`src/rtl/alu_pkg.sv`:
```
// Shared constants and FSM encoding for the ALU command issuer.
package alu_pkg;

  localparam int OPND_W = 4;
  localparam int RES_W  = 8;
  localparam int OP_W   = 3;

  localparam logic [OP_W-1:0] OP_ADD = 3'd0;
  localparam logic [OP_W-1:0] OP_SUB = 3'd1;
  localparam logic [OP_W-1:0] OP_AND = 3'd2;
  localparam logic [OP_W-1:0] OP_OR  = 3'd3;
  localparam logic [OP_W-1:0] OP_XOR = 3'd4;
  localparam logic [OP_W-1:0] OP_SLT = 3'd5;
  localparam logic [OP_W-1:0] OP_MUL = 3'd6;

  typedef enum logic [1:0] {
    IDLE  = 2'd0,
    ISSUE = 2'd1,
    WAIT  = 2'd2
  } state_t;

endpackage

```
`src/rtl/alu_cmd_issuer_if.sv`:
```
// Bundle of the command, ALU and response channels of the issuer, plus debug visibility.
interface alu_cmd_issuer_if #(
  parameter int ID_W = 4
);
  import alu_pkg::*;

  // Every channel: a transfer happens in a cycle where valid && ready; once valid
  // is raised, payload stays stable until that transfer. alu_out_valid is the one
  // exception: a single-cycle pulse that cannot be stalled.
  logic              cmd_valid;
  logic              cmd_ready;
  logic [OPND_W-1:0] cmd_a;
  logic [OPND_W-1:0] cmd_b;
  logic [OP_W-1:0]   cmd_op;

  logic              alu_in_valid;
  logic              alu_in_ready;
  logic [OPND_W-1:0] alu_a;
  logic [OPND_W-1:0] alu_b;
  logic [OP_W-1:0]   alu_op;
  logic              alu_out_valid;
  logic [RES_W-1:0]  alu_result;

  logic              rsp_valid;
  logic              rsp_ready;
  logic [RES_W-1:0]  rsp_data;
  logic [ID_W-1:0]   rsp_id;
  logic              rsp_timeout;

  logic              busy;
  state_t            dbg_state;
  logic [7:0]        dbg_rsp_level;

  modport master (
    input  cmd_valid, cmd_a, cmd_b, cmd_op,
    input  alu_in_ready, alu_out_valid, alu_result,
    input  rsp_ready,
    output cmd_ready, alu_in_valid, alu_a, alu_b, alu_op,
    output rsp_valid, rsp_data, rsp_id, rsp_timeout,
    output busy, dbg_state, dbg_rsp_level
  );

  modport slave (
    output cmd_valid, cmd_a, cmd_b, cmd_op,
    output alu_in_ready, alu_out_valid, alu_result,
    output rsp_ready,
    input  cmd_ready, alu_in_valid, alu_a, alu_b, alu_op,
    input  rsp_valid, rsp_data, rsp_id, rsp_timeout,
    input  busy, dbg_state, dbg_rsp_level
  );

endinterface

```
`src/rtl/sync_fifo.sv`:
```
// Show-ahead synchronous FIFO; a push into a full FIFO is taken only alongside a pop.
module sync_fifo #(
  parameter int WIDTH = 8,
  parameter int DEPTH = 4
) (
  input  logic                   clk,
  input  logic                   rst,
  input  logic                   i_push,
  input  logic [WIDTH-1:0]       i_wdata,
  input  logic                   i_pop,
  output logic [WIDTH-1:0]       o_rdata,
  output logic                   o_full,
  output logic                   o_empty,
  output logic [$clog2(DEPTH):0] o_count
);

  localparam int AW = $clog2(DEPTH);
  localparam logic [AW:0] FULL_CNT = (AW + 1)'(DEPTH);

  logic [WIDTH-1:0] r_mem [DEPTH];
  logic [AW-1:0]    r_wptr;
  logic [AW-1:0]    r_rptr;
  logic [AW:0]      r_count;
  logic             w_do_push;
  logic             w_do_pop;

  assign w_do_pop  = i_pop && (r_count != '0);
  assign w_do_push = i_push && ((r_count != FULL_CNT) || w_do_pop);

  always_ff @(posedge clk or posedge rst) begin
    if (rst) begin
      r_wptr  <= '0;
      r_rptr  <= '0;
      r_count <= '0;
    end else begin
      if (w_do_push) r_wptr <= r_wptr + 1'b1;
      if (w_do_pop)  r_rptr <= r_rptr + 1'b1;
      case ({w_do_push, w_do_pop})
        2'b10:   r_count <= r_count + 1'b1;
        2'b01:   r_count <= r_count - 1'b1;
        default: r_count <= r_count;
      endcase
    end
  end

  always_ff @(posedge clk) begin
    if (w_do_push) r_mem[r_wptr] <= i_wdata;
  end

  // Head reads as zero when empty so downstream outputs are clean after reset.
  assign o_rdata = o_empty ? '0 : r_mem[r_rptr];
  assign o_empty = (r_count == '0);
  assign o_full  = (r_count == FULL_CNT);
  assign o_count = r_count;

endmodule

```
`src/rtl/alu_cmd_issuer.sv`:
```
// Queues ALU commands, issues them one at a time, tags results with a sequence id
// and buffers them for a downstream consumer; a hung ALU yields a timeout response.
module alu_cmd_issuer
  import alu_pkg::*;
#(
  parameter int CMD_DEPTH = 4,
  parameter int RSP_DEPTH = 4,
  parameter int ID_W      = 4,
  parameter int TIMEOUT   = 15
) (
  input logic              clk,
  input logic              rst,
  alu_cmd_issuer_if.master bus
);

  localparam int CMD_W = 2 * OPND_W + OP_W;
  localparam int RSP_W = RES_W + ID_W + 1;
  localparam int TMR_W = $clog2(TIMEOUT + 1);
  localparam logic [TMR_W-1:0] TMR_LAST = TMR_W'(TIMEOUT - 1);

  state_t                   r_state;
  logic                     r_alu_in_valid;
  logic [ID_W-1:0]          r_next_id;
  logic [TMR_W-1:0]         r_timer;

  logic                     w_cmd_push;
  logic                     w_cmd_full;
  logic                     w_cmd_empty;
  logic [$clog2(CMD_DEPTH):0] w_cmd_count;
  logic [CMD_W-1:0]         w_cmd_rdata;
  logic                     w_issue_hs;

  logic                     w_rsp_push;
  logic                     w_rsp_pop;
  logic                     w_rsp_full;
  logic                     w_rsp_empty;
  logic                     w_rsp_slot;
  logic [$clog2(RSP_DEPTH):0] w_rsp_count;
  logic [RSP_W-1:0]         w_rsp_wdata;
  logic [RSP_W-1:0]         w_rsp_rdata;
  logic                     w_done;
  logic                     w_tmo;

  assign w_cmd_push = bus.cmd_valid && !w_cmd_full;
  assign w_issue_hs = r_alu_in_valid && bus.alu_in_ready;

  sync_fifo #(.WIDTH(CMD_W), .DEPTH(CMD_DEPTH)) u_cmd_fifo (
    .clk     (clk),
    .rst     (rst),
    .i_push  (w_cmd_push),
    .i_wdata ({bus.cmd_a, bus.cmd_b, bus.cmd_op}),
    .i_pop   (w_issue_hs),
    .o_rdata (w_cmd_rdata),
    .o_full  (w_cmd_full),
    .o_empty (w_cmd_empty),
    .o_count (w_cmd_count)
  );

  // A result pulse cannot wait, so a response slot is reserved before issuing;
  // a pop in the same cycle frees a slot just as well.
  assign w_rsp_pop   = !w_rsp_empty && bus.rsp_ready;
  assign w_rsp_slot  = !w_rsp_full || w_rsp_pop;
  assign w_done      = (r_state == WAIT) && bus.alu_out_valid;
  assign w_tmo       = (r_state == WAIT) && !bus.alu_out_valid && (r_timer == TMR_LAST);
  assign w_rsp_push  = w_done || w_tmo;
  assign w_rsp_wdata = w_done ? {bus.alu_result, r_next_id, 1'b0}
                              : {{RES_W{1'b0}}, r_next_id, 1'b1};

  sync_fifo #(.WIDTH(RSP_W), .DEPTH(RSP_DEPTH)) u_rsp_fifo (
    .clk     (clk),
    .rst     (rst),
    .i_push  (w_rsp_push),
    .i_wdata (w_rsp_wdata),
    .i_pop   (w_rsp_pop),
    .o_rdata (w_rsp_rdata),
    .o_full  (w_rsp_full),
    .o_empty (w_rsp_empty),
    .o_count (w_rsp_count)
  );

  always_ff @(posedge clk or posedge rst) begin
    if (rst) begin
      r_state        <= IDLE;
      r_alu_in_valid <= 1'b0;
      r_next_id      <= '0;
      r_timer        <= '0;
    end else begin
      case (r_state)
        IDLE: begin
          if (!w_cmd_empty && w_rsp_slot) begin
            r_state        <= ISSUE;
            r_alu_in_valid <= 1'b1;
          end
        end
        ISSUE: begin
          if (bus.alu_in_ready) begin
            r_state        <= WAIT;
            r_alu_in_valid <= 1'b0;
            r_timer        <= '0;
          end
        end
        WAIT: begin
          r_timer <= r_timer + 1'b1;
          if (w_rsp_push) begin
            r_state   <= IDLE;
            r_next_id <= r_next_id + 1'b1;
          end
        end
        default: begin
          r_state        <= IDLE;
          r_alu_in_valid <= 1'b0;
        end
      endcase
    end
  end

  assign bus.cmd_ready     = !w_cmd_full;
  assign bus.alu_in_valid  = r_alu_in_valid;
  assign {bus.alu_a, bus.alu_b, bus.alu_op} = w_cmd_rdata;
  assign bus.rsp_valid     = !w_rsp_empty;
  assign {bus.rsp_data, bus.rsp_id, bus.rsp_timeout} = w_rsp_rdata;
  assign bus.busy          = (r_state != IDLE) || (w_cmd_count != '0);
  assign bus.dbg_state     = r_state;
  assign bus.dbg_rsp_level = 8'(w_rsp_count);

endmodule
```
`src/flat_wrapper.sv`:
```
// flat-port wrapper written by rule: the top's interface ports become plain ports
module alu_cmd_issuer_flat import alu_pkg::*;
#(
  parameter int CMD_DEPTH = 4,
  parameter int RSP_DEPTH = 4,
  parameter int ID_W      = 4,
  parameter int TIMEOUT   = 15
)
  (clk, rst, bus_cmd_valid, bus_cmd_a, bus_cmd_b, bus_cmd_op, bus_alu_in_ready, bus_alu_out_valid, bus_alu_result, bus_rsp_ready, bus_cmd_ready, bus_alu_in_valid, bus_alu_a, bus_alu_b, bus_alu_op, bus_rsp_valid, bus_rsp_data, bus_rsp_id, bus_rsp_timeout, bus_busy, bus_dbg_state, bus_dbg_rsp_level);
  alu_cmd_issuer_if #(.ID_W(ID_W)) bus_i ();
  input logic clk;
  input logic rst;
  input wire logic [$bits(bus_i.cmd_valid)-1:0] bus_cmd_valid;
  input wire logic [$bits(bus_i.cmd_a)-1:0] bus_cmd_a;
  input wire logic [$bits(bus_i.cmd_b)-1:0] bus_cmd_b;
  input wire logic [$bits(bus_i.cmd_op)-1:0] bus_cmd_op;
  input wire logic [$bits(bus_i.alu_in_ready)-1:0] bus_alu_in_ready;
  input wire logic [$bits(bus_i.alu_out_valid)-1:0] bus_alu_out_valid;
  input wire logic [$bits(bus_i.alu_result)-1:0] bus_alu_result;
  input wire logic [$bits(bus_i.rsp_ready)-1:0] bus_rsp_ready;
  output wire logic [$bits(bus_i.cmd_ready)-1:0] bus_cmd_ready;
  output wire logic [$bits(bus_i.alu_in_valid)-1:0] bus_alu_in_valid;
  output wire logic [$bits(bus_i.alu_a)-1:0] bus_alu_a;
  output wire logic [$bits(bus_i.alu_b)-1:0] bus_alu_b;
  output wire logic [$bits(bus_i.alu_op)-1:0] bus_alu_op;
  output wire logic [$bits(bus_i.rsp_valid)-1:0] bus_rsp_valid;
  output wire logic [$bits(bus_i.rsp_data)-1:0] bus_rsp_data;
  output wire logic [$bits(bus_i.rsp_id)-1:0] bus_rsp_id;
  output wire logic [$bits(bus_i.rsp_timeout)-1:0] bus_rsp_timeout;
  output wire logic [$bits(bus_i.busy)-1:0] bus_busy;
  output wire logic [$bits(bus_i.dbg_state)-1:0] bus_dbg_state;
  output wire logic [$bits(bus_i.dbg_rsp_level)-1:0] bus_dbg_rsp_level;
  assign bus_i.cmd_valid = bus_cmd_valid;
  assign bus_i.cmd_a = bus_cmd_a;
  assign bus_i.cmd_b = bus_cmd_b;
  assign bus_i.cmd_op = bus_cmd_op;
  assign bus_i.alu_in_ready = bus_alu_in_ready;
  assign bus_i.alu_out_valid = bus_alu_out_valid;
  assign bus_i.alu_result = bus_alu_result;
  assign bus_i.rsp_ready = bus_rsp_ready;
  assign bus_cmd_ready = bus_i.cmd_ready;
  assign bus_alu_in_valid = bus_i.alu_in_valid;
  assign bus_alu_a = bus_i.alu_a;
  assign bus_alu_b = bus_i.alu_b;
  assign bus_alu_op = bus_i.alu_op;
  assign bus_rsp_valid = bus_i.rsp_valid;
  assign bus_rsp_data = bus_i.rsp_data;
  assign bus_rsp_id = bus_i.rsp_id;
  assign bus_rsp_timeout = bus_i.rsp_timeout;
  assign bus_busy = bus_i.busy;
  assign bus_dbg_state = bus_i.dbg_state;
  assign bus_dbg_rsp_level = bus_i.dbg_rsp_level;
  alu_cmd_issuer #(.CMD_DEPTH(CMD_DEPTH), .RSP_DEPTH(RSP_DEPTH), .ID_W(ID_W), .TIMEOUT(TIMEOUT)) u_core (.clk(clk), .rst(rst), .bus(bus_i));
endmodule
```
`config.mk`:
```
export PLATFORM = sky130hd
export DESIGN_NAME = alu_cmd_issuer_flat
export DESIGN_NICKNAME = d
export VERILOG_FILES = /design/src/rtl/alu_pkg.sv /design/src/rtl/alu_cmd_issuer_if.sv /design/src/rtl/sync_fifo.sv /design/src/rtl/alu_cmd_issuer.sv /design/src/flat_wrapper.sv
export SDC_FILE = /design/constraint.sdc
export NUM_CORES = 1
export LEC_CHECK = 0
export CAP_MARGIN = 20
export CORE_ASPECT_RATIO = 1.4
export CORE_MARGIN = 5
export CORE_UTILIZATION = 48
export CTS_BUF_LIST = sky130_fd_sc_hd__clkbuf_16
export CTS_CLUSTER_SIZE = 25
export DETAILED_ROUTE_END_ITERATION = 7
export PLACE_DENSITY = 0.81
export RECOVER_POWER = 100
export SETUP_SLACK_MARGIN = 0.15
export SLEW_MARGIN = 15
export SYNTH_ARGS = -nofsm -noshare
export SYNTH_HDL_FRONTEND = slang
export SYNTH_SLANG_ARGS = --single-unit
```
`constraint.sdc`:
```
create_clock -name clk -period 2 [get_ports clk]
set_input_delay 0.4 -clock clk [delete_from_list [all_inputs] [get_ports clk]]
set_output_delay 0.4 -clock clk [all_outputs]
set_load 0.02 [all_outputs]
```
* Yosys cells after proc, flatten, opt, wreduce, memory -nomap -nowiden
Memory sizes are Yosys's and may differ from the RTL's. Index checks and enable logic that the tools add are counted.
Word-level totals: register bits 25, RAM bits 96, memories 2, output and inout bits 38, input bits 25
Memory list:
- u_core.u_rsp_fifo.r_mem | depth 4, bits a word 13, read ports 1, clocked after Yosys merged registers in 0, write ports 1, RTL line sync_fifo.sv:20 | logic [WIDTH-1:0] r_mem [DEPTH];
- u_core.u_cmd_fifo.r_mem | depth 4, bits a word 11, read ports 1, clocked after Yosys merged registers in 0, write ports 1, RTL line sync_fifo.sv:20
Cells by class: $add $sub $neg 10, bitwise logic cells 1, equal/unequal tests 14, reduce and logical (&&, ||, !) cells 34, multiplexer cells 18
Operator list (number):
- 13-bit 2-to-1 mux | 2
- 3-bit case mux with 2 select lines | 2
- 1-bit logical AND | 11
- 11-bit 2-to-1 mux | 1
- 2-bit by 1-bit adder with 2-bit output (second input constant) | 4
- 4-bit by 1-bit adder with 4-bit output (second input constant) | 2
- 4-bit case mux with 2 select lines | 1
- 2-bit nonzero test | 4
- 3-bit by 1-bit adder with 3-bit output (second input constant) | 2
- 2-bit by 1-bit equality test with 1-bit output (second input constant) | 3
- 2-bit equality test (second input constant) | 3
- 3-bit equality test (second input constant) | 2
- 3-bit zero test | 2
- 1-bit 2-to-1 mux | 6
- 2-bit 2-to-1 mux | 3
- 3-bit inequality test (second input constant) | 2
- 2-bit case mux with 3 select lines | 1
- 3-bit AND reduction | 2
- 3-bit nonzero test | 2
- 3-bit by 1-bit subtractor with 3-bit output (second input constant) | 2
- 1-bit zero test | 5
- 1-bit logical OR | 5
- 4-bit equality test (second input constant) | 1
- 4-bit 2-to-1 mux | 1
- 6 further kinds | 8

* Depth between registers and ports, before layout
Gate-level depths: netlist of the first run.
word-level depth 8, depth in mapped cells 11, mapped depth without buffers 11

* Hierarchy
Synthesis of the first run repeated with hierarchy kept, for this count alone.
Second synthesis, totals: cell total of the unflattened synthesis 307, area, all modules 5273.8 um^2
By module, submodules not included:
- sync_fifo (u_core.u_rsp_fifo) | area each 2403.6 um^2, sequential area each 1736.7 um^2, times used 1, cells an instance 122
- sync_fifo (u_core.u_cmd_fifo) | area each 2097.0 um^2, sequential area each 1496.4 um^2, times used 1, cells an instance 109
- alu_cmd_issuer | area each 773.2 um^2, sequential area each 275.3 um^2, times used 1, cells an instance 76

* Worst setup path before layout of the first run
OpenSTA, ideal clock, no wires.
path type reg2reg, from register u_core.r_timer[0], to register u_core.u_rsp_fifo.r_count[2] (netlist: u_core.u_rsp_fifo.o_count[2]), arrival time 2.070 ns, path slack -0.150 ns, period minus slack after synthesis 2.150 ns, buffers on the path 0, stages on the path, launching flop included 12, setup time 0.080 ns, cell sequence dfrtp_1 inv_1 ha_1 a31oi_1 nor3_2 inv_1 ha_1 inv_1 fa_1 xor2_1 nor2_1 xor2_1
On the way: longest elaborated chain between the ends 6, elaborated cells on any way between the ends 8, those cells by class eq/ne: 3; mux: 1; reduce/logical: 4
Ends and longest elaborated chain:
- start: declaration | RTL line alu_cmd_issuer.sv:24 | logic [TMR_W-1:0] r_timer;
- start signal: assignment | RTL line alu_cmd_issuer.sv:103 | r_timer <= r_timer + 1'b1;
- 4-bit equality test (*) | RTL line alu_cmd_issuer.sv:64 | assign w_tmo = (r_state == WAIT) && !bus.alu_out_valid && (r_timer == TMR_LAST);
- 1-bit logical AND (*) | RTL line alu_cmd_issuer.sv:64
- 1-bit logical OR (*) | RTL line alu_cmd_issuer.sv:65 | assign w_rsp_push = w_done || w_tmo;
- 1-bit logical AND (*) | RTL line sync_fifo.sv:28 | assign w_do_push = i_push && ((r_count != FULL_CNT) || w_do_pop);
- 2-bit by 1-bit equality test with 1-bit output / 2-bit equality test (equally long branches) | RTL line sync_fifo.sv:38 | case ({w_do_push, w_do_pop})
- 3-bit case mux with 2 select lines / 2-bit nonzero test (equally long branches)
- end signal: assignment | RTL line sync_fifo.sv:39 | 2'b10: r_count <= r_count + 1'b1;
- end signal: assignment | RTL line sync_fifo.sv:40 | 2'b01: r_count <= r_count - 1'b1;
- end signal: assignment | RTL line sync_fifo.sv:41 | default: r_count <= r_count;
- end: declaration | RTL line sync_fifo.sv:23 | logic [AW:0] r_count;
Mark *: on every way between the ends. The rest lies on a longest branch, timed or not. A chain may end at the register's enable or synchronous reset.

* Worst setup path in the final report of the first run
from register u_core.u_cmd_fifo.r_rptr[0], to output port bus_alu_op[2]
On the way: longest elaborated chain between the ends 2
Ends and longest elaborated chain:
- start: declaration | RTL line sync_fifo.sv:22 | logic [AW-1:0] r_rptr;
- start signal: assignment | RTL line sync_fifo.sv:37 | if (w_do_pop) r_rptr <= r_rptr + 1'b1;
- memory read 4 x 11 bit
- 11-bit 2-to-1 mux | RTL line sync_fifo.sv:51 | assign o_rdata = o_empty ? '0 : r_mem[r_rptr];
- end: declaration | RTL line flat_wrapper.sv:25 | output wire logic [$bits(bus_i.alu_op)-1:0] bus_alu_op;
No other way between the ends.

==> metrics.cfg, run 1 <==
[outcome]
status=finished with violations
violations=negative setup slack

[critical_path]
worstReg2RegStart=u_core.u_cmd_fifo.o_count[0]
worstSetupPathType=register to output port
r2r_cells=9
end_kind=output port
arrival_ps=1830
crit_top_cell=buf_6
critPathRequiredTime_ps=1600
rrSetupSlack_ps=-150
path_cells=buf_6, buf_12, mux4_2, and2_4, buf_6
cp-start-kind=register
cp-startpoint=u_core.u_cmd_fifo.r_rptr[0]
cp_top_family=multiplexers
cp-endpoint=bus_alu_op[2]
path_buf_inv=3
reg2reg_to=u_core.u_cmd_fifo.o_count[2]
cp.depth=5
crit_fanout=7
cp_slowest_cell=mux4_2
slowest_delay_ps=520

[grt]
grt_max_degree=26
antenna_found_initial=0
first_global_vias=3124
grt_pass1_wl_mm=16.2
track_usage=0.165
overflow=0

[final_layout]
final_util=0.655
n_antenna_cell=0
nNetsFinal=451
syn_to_final_growth_pct=35.4
finalNonFillerCells=565
drive_gt1_frac=0.380

[sta]
holdWs_ps=522
worst_slack_ps=-227
maxSlewHeadroom=0.0835
skew_ps=7.76
worst_slew_pin_slew_ps=1370
period_minus_slack_ps=2230
setup_violations=30
fin_crit_sh=1.11
final_hold_viol_count=0
drv_slew=0
grt_setup_unrepaired=yes
setup_tns_ps=-5510
max_freq_mhz=449

[power]
pwr_density_cell_nw_per_um2=1660
clkPwrFrac=0.245
intPower_mw=7.97
max-vdd-ir-drop_v=0.000844
p_sw_frac=0.315
p_switching_mw=3.66
seqPwrFrac=0.315
p_leak_nw=2.70
power_frac_comb=0.440

[synthesis]
syn_area_um2=5170
syn_inst=295
synth_area_per_cell_um2=17.5
yosysSeqAreaShare=0.678
yosysTopAreaCellShare=0.557
synth_area_leaders=edfxtp_1, dfrtp_1, mux4_2
yosys-top-cells-count=edfxtp_1, and2_1, dfrtp_1
yosysTopAreaCell=edfxtp_1
synth_edf_count=96
ys_seq_elements=121
synth-async-reset-ratio=0.207
ys_types=47
yosysMostFrequentCell=edfxtp_1
ys.flop_type=edfxtp_1
yosysWarnings=0

[cts]
clk_path_buf_depth=2
root_buffer=clkbuf_16
numClockSinks=121
htreeDepth=4
numCtsBuffers=17
clkSlewWorstSetupHoldPaths_ps=50
cts_tree=built
insertion_delay_ps=410
cts_hold_buf=0

[placement]
io_buffers=57
place_ws_ps=-521
placedCellCount=517
dp_hpwl_mm=6.11
place_congestion=0.739

[drt]
num_vias=2897
wl_met2_mm=5.75
met1_length_mm=3.80
routedWlPerCell_um=18.1
drtAntennaViolNets=0
drc=0
drt_iter0_drc=103
vias_per_cell=5.13
wl_met3_um=579
highest_layer=met4
firstDrtPassIters=4
wl_mm=10.2

[flow_run]
maxCapViolCount=0

[floorplan]
dieArea_um2=13000
start_util=0.484
die_h_um=133
row_count=45
dieWidth_um=97.7
ios=63
core_area_um2=10700

[min_path]
hp-class=register to register

==> metrics by stage <==
stage | area (um^2) | power [mW]
after global routing | 7000 | 12.2
after detailed placement | 6230 | 8.00
after global placement | 6230 | 7.90
after CTS | 7070 | 11.8
final | 7000 | 11.6
after floorplan | 5250 | 6.24
==> state kept, by name (all words and copies together) (netlist names), 2 cells and up <==
register / flops
u_core.bus.dbg_state: 2
u_core.r_next_id: 4
u_core.r_timer: 4
u_core.u_cmd_fifo.o_count: 3
u_core.u_cmd_fifo.r_mem: 44
u_core.u_cmd_fifo.r_rptr: 2
u_core.u_cmd_fifo.r_wptr: 2
u_core.u_rsp_fifo.o_count: 3
u_core.u_rsp_fifo.r_mem: 52
u_core.u_rsp_fifo.r_rptr: 2
u_core.u_rsp_fifo.r_wptr: 2
==> power by group through the flow <==
stage                     Clock (mW)  Sequential, mW  Combinational, mW
final                           2.85            3.66               5.11
after global routing            3.04            3.71               5.47
after CTS                       2.89            3.67               5.24
after detailed placement           0            3.68               4.33
after global placement             0            3.64               4.27
after floorplan                    0            3.71               2.53
==> per-layer routing <==
layer | global-route usage | up-vias
li1 | - | 1348
met1 | 0.176 | 1452
met2 | 0.303 | 90
met3 | 0.0617 | 7
met4 | 0.0477 | 0
met5 | 0 | -
==> cells by family after synthesis <==
kind of cell    synth area share
compound gates            0.0148
other cells             0.000725
fa+ha+maj                 0.0392
xor+xnor                  0.0254
flops                      0.678
mux                        0.119
simple gates              0.0890
buf+inv                   0.0336
==> what timing repair did <==
| item | CTS | global route |
|---|---|---|
| gates cloned | 4 | 0 |
| setup buffers | 8 | 4 |
| resized for setup | 217 | 4 |
| pin swaps | 37 | 4 |
| endpoints found under the setup margin | 37 | 32 |
==> cell type report <==
| cell class | count | area [um^2] |
|---|---|---|
| Clock buffer | 17 | 425 |
| Sequential cell | 121 | 3510 |
| Clock inverter | 15 | 135 |
| Fill cell | 765 | 3690 |
| Multi-Input combinational cell | 150 | 1610 |
| Inverter | 15 | 56.3 |
| Tap cell | 141 | 176 |
| Timing Repair Buffer | 106 | 1090 |
==> worst min path at each step <==
stage | endpoint | startpoint | depth (start not counted)
after floorplan | u_core.bus.alu_in_valid | rst | 1
after global placement | u_core.r_next_id[3] | u_core.r_next_id[3] | 1
after detailed placement | u_core.r_next_id[3] | u_core.r_next_id[3] | 1
after CTS | u_core.u_rsp_fifo.o_count[2] | rst | 3
after global routing | u_core.r_timer[3] | u_core.r_timer[3] | 1
final | u_core.r_timer[3] | u_core.r_timer[3] | 1
==> layout by cell type (no fill, tap or decap), types with 5 or more instances in the layout <==
cell / Yosys / final
a21oi_1: 7 / 7
and2_4: 1 / 24
and3_1: 10 / 9
buf_12: 1 / 8
buf_4: 6 / 19
buf_6: 1 / 31
clkbuf_1: 3 / 13
clkbuf_16: 0 / 17
clkdlybuf4s50_1: 0 / 11
clkinv_1: 0 / 5
clkinvlp_4: 0 / 5
conb_1: 1 / 5
dfrtp_1: 25 / 23
dlygate4sd2_1: 0 / 5
dlygate4sd3_1: 0 / 13
edfxtp_1: 96 / 96
ha_1: 13 / 11
inv_1: 15 / 11
mux4_2: 19 / 24
nor2_1: 6 / 6
xnor2_1: 6 / 6
xor2_1: 9 / 9
Note: power is estimated with default switching activity, not from simulation.
==> run 2, diff against run 1 <==
--- a/config.mk
+++ b/config.mk
@@ -8,11 +8,10 @@
 export CAP_MARGIN = 20
 export CORE_ASPECT_RATIO = 1.4
 export CORE_MARGIN = 5
-export CORE_UTILIZATION = 48
+export CORE_UTILIZATION = 50
 export CTS_BUF_LIST = sky130_fd_sc_hd__clkbuf_16
-export CTS_CLUSTER_SIZE = 25
 export DETAILED_ROUTE_END_ITERATION = 7
-export PLACE_DENSITY = 0.81
+export PLACE_DENSITY = 0.84
 export RECOVER_POWER = 100
 export SETUP_SLACK_MARGIN = 0.15
 export SLEW_MARGIN = 15
==> run 2 against run 1 <==
Against the previous run: the flow still finishes with violations (negative setup slack); clock skew hardly changed; via count increased by 2.1%; maximum frequency decreased by 1.6%; critical endpoint is now bus_rsp_data[6]; largest power group unchanged; highest routed layer unchanged.
==> metrics.cfg, run 2 (synthesis gave the netlist of run 1 again) <==
[sta]
skew_ps=8.14
fin_crit_sh=1.13
period_minus_slack_ps=2260
holdWs_ps=527
max_freq_mhz=442
setup_violations=31
worst_slew_pin_slew_ps=1390
grt_setup_unrepaired=yes
final_hold_viol_count=0
maxSlewHeadroom=0.0737
drv_slew=0
worst_slack_ps=-263

[power]
pwr_density_cell_nw_per_um2=1690
p_sw_frac=0.320
p_leak_nw=2.72
clkPwrFrac=0.262
seqPwrFrac=0.306
finalPower_mw=12.0
intPower_mw=8.14
p_switching_mw=3.83
max-vdd-ir-drop_v=0.00102
power_frac_comb=0.432

[grt]
antenna_found_initial=0
track_usage=0.189
first_global_vias=3298
grt_max_degree=26
grt_pass1_wl_mm=17.0
overflow=0

[placement]
dp_hpwl_mm=6.67
io_buffers=57
placedCellCount=518
place_congestion=0.734

[drt]
wl_mm=10.9
drt_iter0_drc=130
firstDrtPassIters=4
drtAntennaViolNets=0
vias_per_cell=5.24
num_vias=2958
drc=0
routedWlPerCell_um=19.4

[critical_path]
rrSetupSlack_ps=-230
arrival_ps=1860
end_kind=output port
cp-start-kind=register
worstSetupPathType=register to output port
cp-startpoint=u_core.u_rsp_fifo.r_rptr[0]
crit_fanout=6
worstReg2RegStart=u_core.u_cmd_fifo.o_count[2]
critPathRequiredTime_ps=1600

[cts]
clk_path_buf_depth=2
numCtsBuffers=17
cts_hold_buf=0
insertion_delay_ps=410
cts_tree=built
numClockSinks=121
clkSlewWorstSetupHoldPaths_ps=60
htreeDepth=4
root_buffer=clkbuf_16

[final_layout]
nFillCells=665
final_cell_mix=edfxtp_1, buf_6, and2_4, mux4_2, dfrtp_1
nNetsFinal=453
final_util=0.690
syn_to_final_growth_pct=36.6
reg_top3=u_core.u_rsp_fifo.r_mem (52), u_core.u_cmd_fifo.r_mem (44)
largest_reg_flops=52
finalNonFillerCells=564
final_common_cell=edfxtp_1
drive_gt1_frac=0.385
multiInputGateArea_um2=1610
n_antenna_cell=0
seqCellArea_um2=3510
regMostFlops=u_core.u_rsp_fifo.r_mem

[floorplan]
start_util=0.505
dieArea_um2=12500
row_count=44
die_h_um=130
dieWidth_um=96.0
core_area_um2=10200
ios=63

[outcome]
status=finished with violations
violations=negative setup slack

[min_path]
hp-class=register to register
hold_start=u_core.r_timer[3]

[flow_run]
maxCapViolCount=0

-- run 2: cell types whose count changed in the layout (fill, tap and decap cells not counted), moves of 2 or more --
cell | previous run | this run
clkinvlp_4 | 5 | 2
and3_4 | 1 | 4
clkinv_1 | 5 | 0
buf_12 | 8 | 10
inv_6 | 0 | 6
buf_6 | 31 | 29
clkinv_4 | 1 | 3
clkbuf_1 | 13 | 17
and3_2 | 4 | 1
buf_4 | 19 | 17
-- run 2: what timing repair did --
item,in CTS,in global routing
gates resized for setup,209,11
endpoints found under the setup margin,37,32
cloned,3,0
setup buffers,9,2
pin swaps,30,18
-- run 2: power groups by stage --
stage	registers [mW]	logic, mW	clock network, mW
CTS	3.67	5.29	3.16
finish	3.66	5.18	3.13
global placement	3.62	4.30	0
detailed placement	3.67	4.42	0
global route	3.71	5.52	3.32
floorplan	3.71	2.53	0
-- run 2: metrics by stage --
stage	instance area [um^2]	TNS, ps	worst slack [ps]
finish	7070	-5350	-263
global route	7070	-11550	-310
CTS	7130	-5450	-291
detailed placement	6260	-9400	-538
global placement	6260	-7600	-462
floorplan	5250	-95.8	-50.3
-- run 2: worst max-delay path, stage by stage, from the launching register on --
cell and delay [ps]:
dfrtp_2 420, buf_12 120, buf_16 120, mux4_2 510, and2_4 160, buf_6 120
-- run 2: worst paths after layout --
kind,end,cells after the start
worst max-delay path,bus_rsp_data[6],5
worst min-delay path,u_core.r_timer[3],1
worst max register to register,u_core.u_cmd_fifo.o_count[2],10
worst min register to register,u_core.r_timer[3],1
max in group asynchronous,u_core.u_cmd_fifo.r_rptr[0],3
min in group asynchronous,u_core.u_rsp_fifo.o_count[2],3
-- run 2: per-layer routing --
layer,GRT usage,share of wire
met1,0.194,0.35
met2,0.351,0.57
met3,0.0536,0.060
met4,0.0821,0.018
met5,0,0
-- run 2: final cells by class --
class,instances,area share
flip-flops and latches,121,0.497
clock buffers,17,0.0602
multi-input cells,150,0.228
inverters,15,0.00832
repair buffers,108,0.155
clock inverters,15,0.0267
well taps,138,0.0244
==> run 3, diff against run 2 <==
--- a/config.mk
+++ b/config.mk
@@ -8,10 +8,11 @@
 export CAP_MARGIN = 20
 export CORE_ASPECT_RATIO = 1.4
 export CORE_MARGIN = 5
-export CORE_UTILIZATION = 50
+export CORE_UTILIZATION = 57
 export CTS_BUF_LIST = sky130_fd_sc_hd__clkbuf_16
 export DETAILED_ROUTE_END_ITERATION = 7
-export PLACE_DENSITY = 0.84
+export DONT_BUFFER_PORTS = 1
+export PLACE_DENSITY = 0.83
 export RECOVER_POWER = 100
 export SETUP_SLACK_MARGIN = 0.15
 export SLEW_MARGIN = 15
==> run 3 against run 2 <==
Against the previous run: the flow still finishes with violations (negative setup slack); via count down 8.4%; sequential share of layout area up 5.4 points; setup slack improved by 100 ps; power decreased by 13%; maximum frequency is 4.7% higher; non-clock buffer count is 60 lower; utilization increased by 2.5 points; hold slack lost 440 ps; first-iteration DRC count fell by 28%; clock skew grew 2.9 ps; register-to-register slack gained 140 ps; largest cell class unchanged; largest power group unchanged.
==> metrics.cfg, run 3 (synthesis gave the netlist of run 1 again) <==
[final_layout]
syn_to_final_growth_pct=23.3
final_common_cell=edfxtp_1
stdcell_area_um2=6380
nNetsFinal=392
largest_reg_flops=52
final_util=0.715
n_antenna_cell=0
finalNonFillerCells=472
drive_gt1_frac=0.397
regMostFlops=u_core.u_rsp_fifo.r_mem
reg_top3=u_core.u_rsp_fifo.r_mem (52), u_core.u_cmd_fifo.r_mem (44)
final_cell_mix=edfxtp_1, and2_4, mux4_2

[grt]
grt_pass1_wl_mm=15.1
overflow=0
first_global_vias=2917
antenna_found_initial=0
grt_max_degree=26
track_usage=0.185

[critical_path]
arrival_ps=1760
cp.depth=4
path_buf_inv=2
cp-start-kind=register
path_cells=buf_12, buf_16, mux4_2, and2_4
r2r_cells=10
cp_top_family=multiplexers
end_kind=output port
critPathRequiredTime_ps=1600
crit_fanout=6
worstSetupPathType=register to output port
slowest_delay_ps=490
cp_slowest_cell=mux4_2

[power]
clkPwrFrac=0.250
pwr_density_cell_nw_per_um2=1630
p_leak_nw=2.43
p_switching_mw=3.46
max-vdd-ir-drop_v=0.00110
power_frac_comb=0.401
p_sw_frac=0.332
intPower_mw=6.96
seqPwrFrac=0.349

[min_path]
hp-class=input pin to register
holdPathStages=0

[drt]
drt_iter0_drc=94
drc=0
wl_mm=10.1
drtAntennaViolNets=0
num_vias=2710
vias_per_cell=5.74
routedWlPerCell_um=21.5
firstDrtPassIters=4

[floorplan]
die_h_um=123
start_util=0.580
row_count=41
dieArea_um2=11100
core_area_um2=8930
dieWidth_um=90.5
ios=63

[sta]
maxSlewHeadroom=0.120
worst_slack_ps=-161
holdWs_ps=86.3
final_hold_viol_count=0
setup_violations=27
drv_slew=0
grt_setup_unrepaired=yes
fin_crit_sh=1.08
setup_tns_ps=-2480
max_freq_mhz=463
period_minus_slack_ps=2160
worst_slew_pin_slew_ps=1320
skew_ps=11.1

[cts]
insertion_delay_ps=410
root_buffer=clkbuf_16
cts_tree=built
htreeDepth=4
numClockSinks=121
numCtsBuffers=17
clk_path_buf_depth=2
clkSlewWorstSetupHoldPaths_ps=50

[placement]
placedCellCount=418
io_buffers=0
place_area_um2=5540
dp_hpwl_mm=6.16
place_congestion=0.758

[flow_run]
maxCapViolCount=0

[outcome]
violations=negative setup slack
status=finished with violations

run 3: metrics by stage:
step	power [mW]	setup WS, ps
after detailed placement	7.06	-98.5
final	10.4	-161
after floorplan	6.24	-50.3
after global placement	6.92	20.4
after CTS	10.2	-173
after global routing	10.9	-214
run 3: path summary, 6_finish.rpt:
check | startpoint | slack (ps) | endpoint
max in group asynchronous | rst | 250 | u_core.u_cmd_fifo.r_rptr[0]
worst max register to register | u_core.u_cmd_fifo.o_count[0] | -90 | u_core.u_cmd_fifo.o_count[2]
worst min register to register | u_core.u_rsp_fifo.r_rptr[1] | 520 | u_core.u_rsp_fifo.r_rptr[1]
worst max-delay path | u_core.u_rsp_fifo.r_rptr[0] | -160 | bus_rsp_data[7]
worst min-delay path | bus_cmd_a[0] | 90 | u_core.u_cmd_fifo.r_mem[3][7]
min in group asynchronous | rst | 880 | u_core.u_rsp_fifo.o_count[0]
run 3: repair_timing:
action	in CTS	in global routing
hold buffers	1	0
endpoints found under the setup margin	30	83
endpoints found under the hold margin	25	0
setup buffers	12	4
pin swaps	12	26
cloned	1	4
gates resized for setup	46	33
run 3: layout make-up:
| type | count | area [um^2] |
|---|---|---|
| inverter | 15 | 58.8 |
| fill | 560 | 2540 |
| timing repair buffer | 48 | 556 |
| tap | 107 | 134 |
| clock buffer | 17 | 425 |
| clock inverter | 15 | 90.1 |
| multi-input combinational | 149 | 1600 |
| sequential | 121 | 3510 |
run 3: power groups by stage:
stage | combinational, mW | sequential, mW | clock, mW
CTS | 3.98 | 3.64 | 2.63
floorplan | 2.53 | 3.71 | 0
global placement | 3.29 | 3.63 | 0
detailed placement | 3.36 | 3.69 | 0
finish | 4.17 | 3.64 | 2.61
global route | 4.47 | 3.69 | 2.78
run 3: per-layer routing:
metal / GRT usage / vias up / share of wire
met2: 0.336 / 87 / 0.56
met1: 0.177 / 1376 / 0.35
met5: 0 / - / 0
li1: - / 1221 / -
met4: 0.0857 / 0 / 0.033
met3: 0.0809 / 26 / 0.058
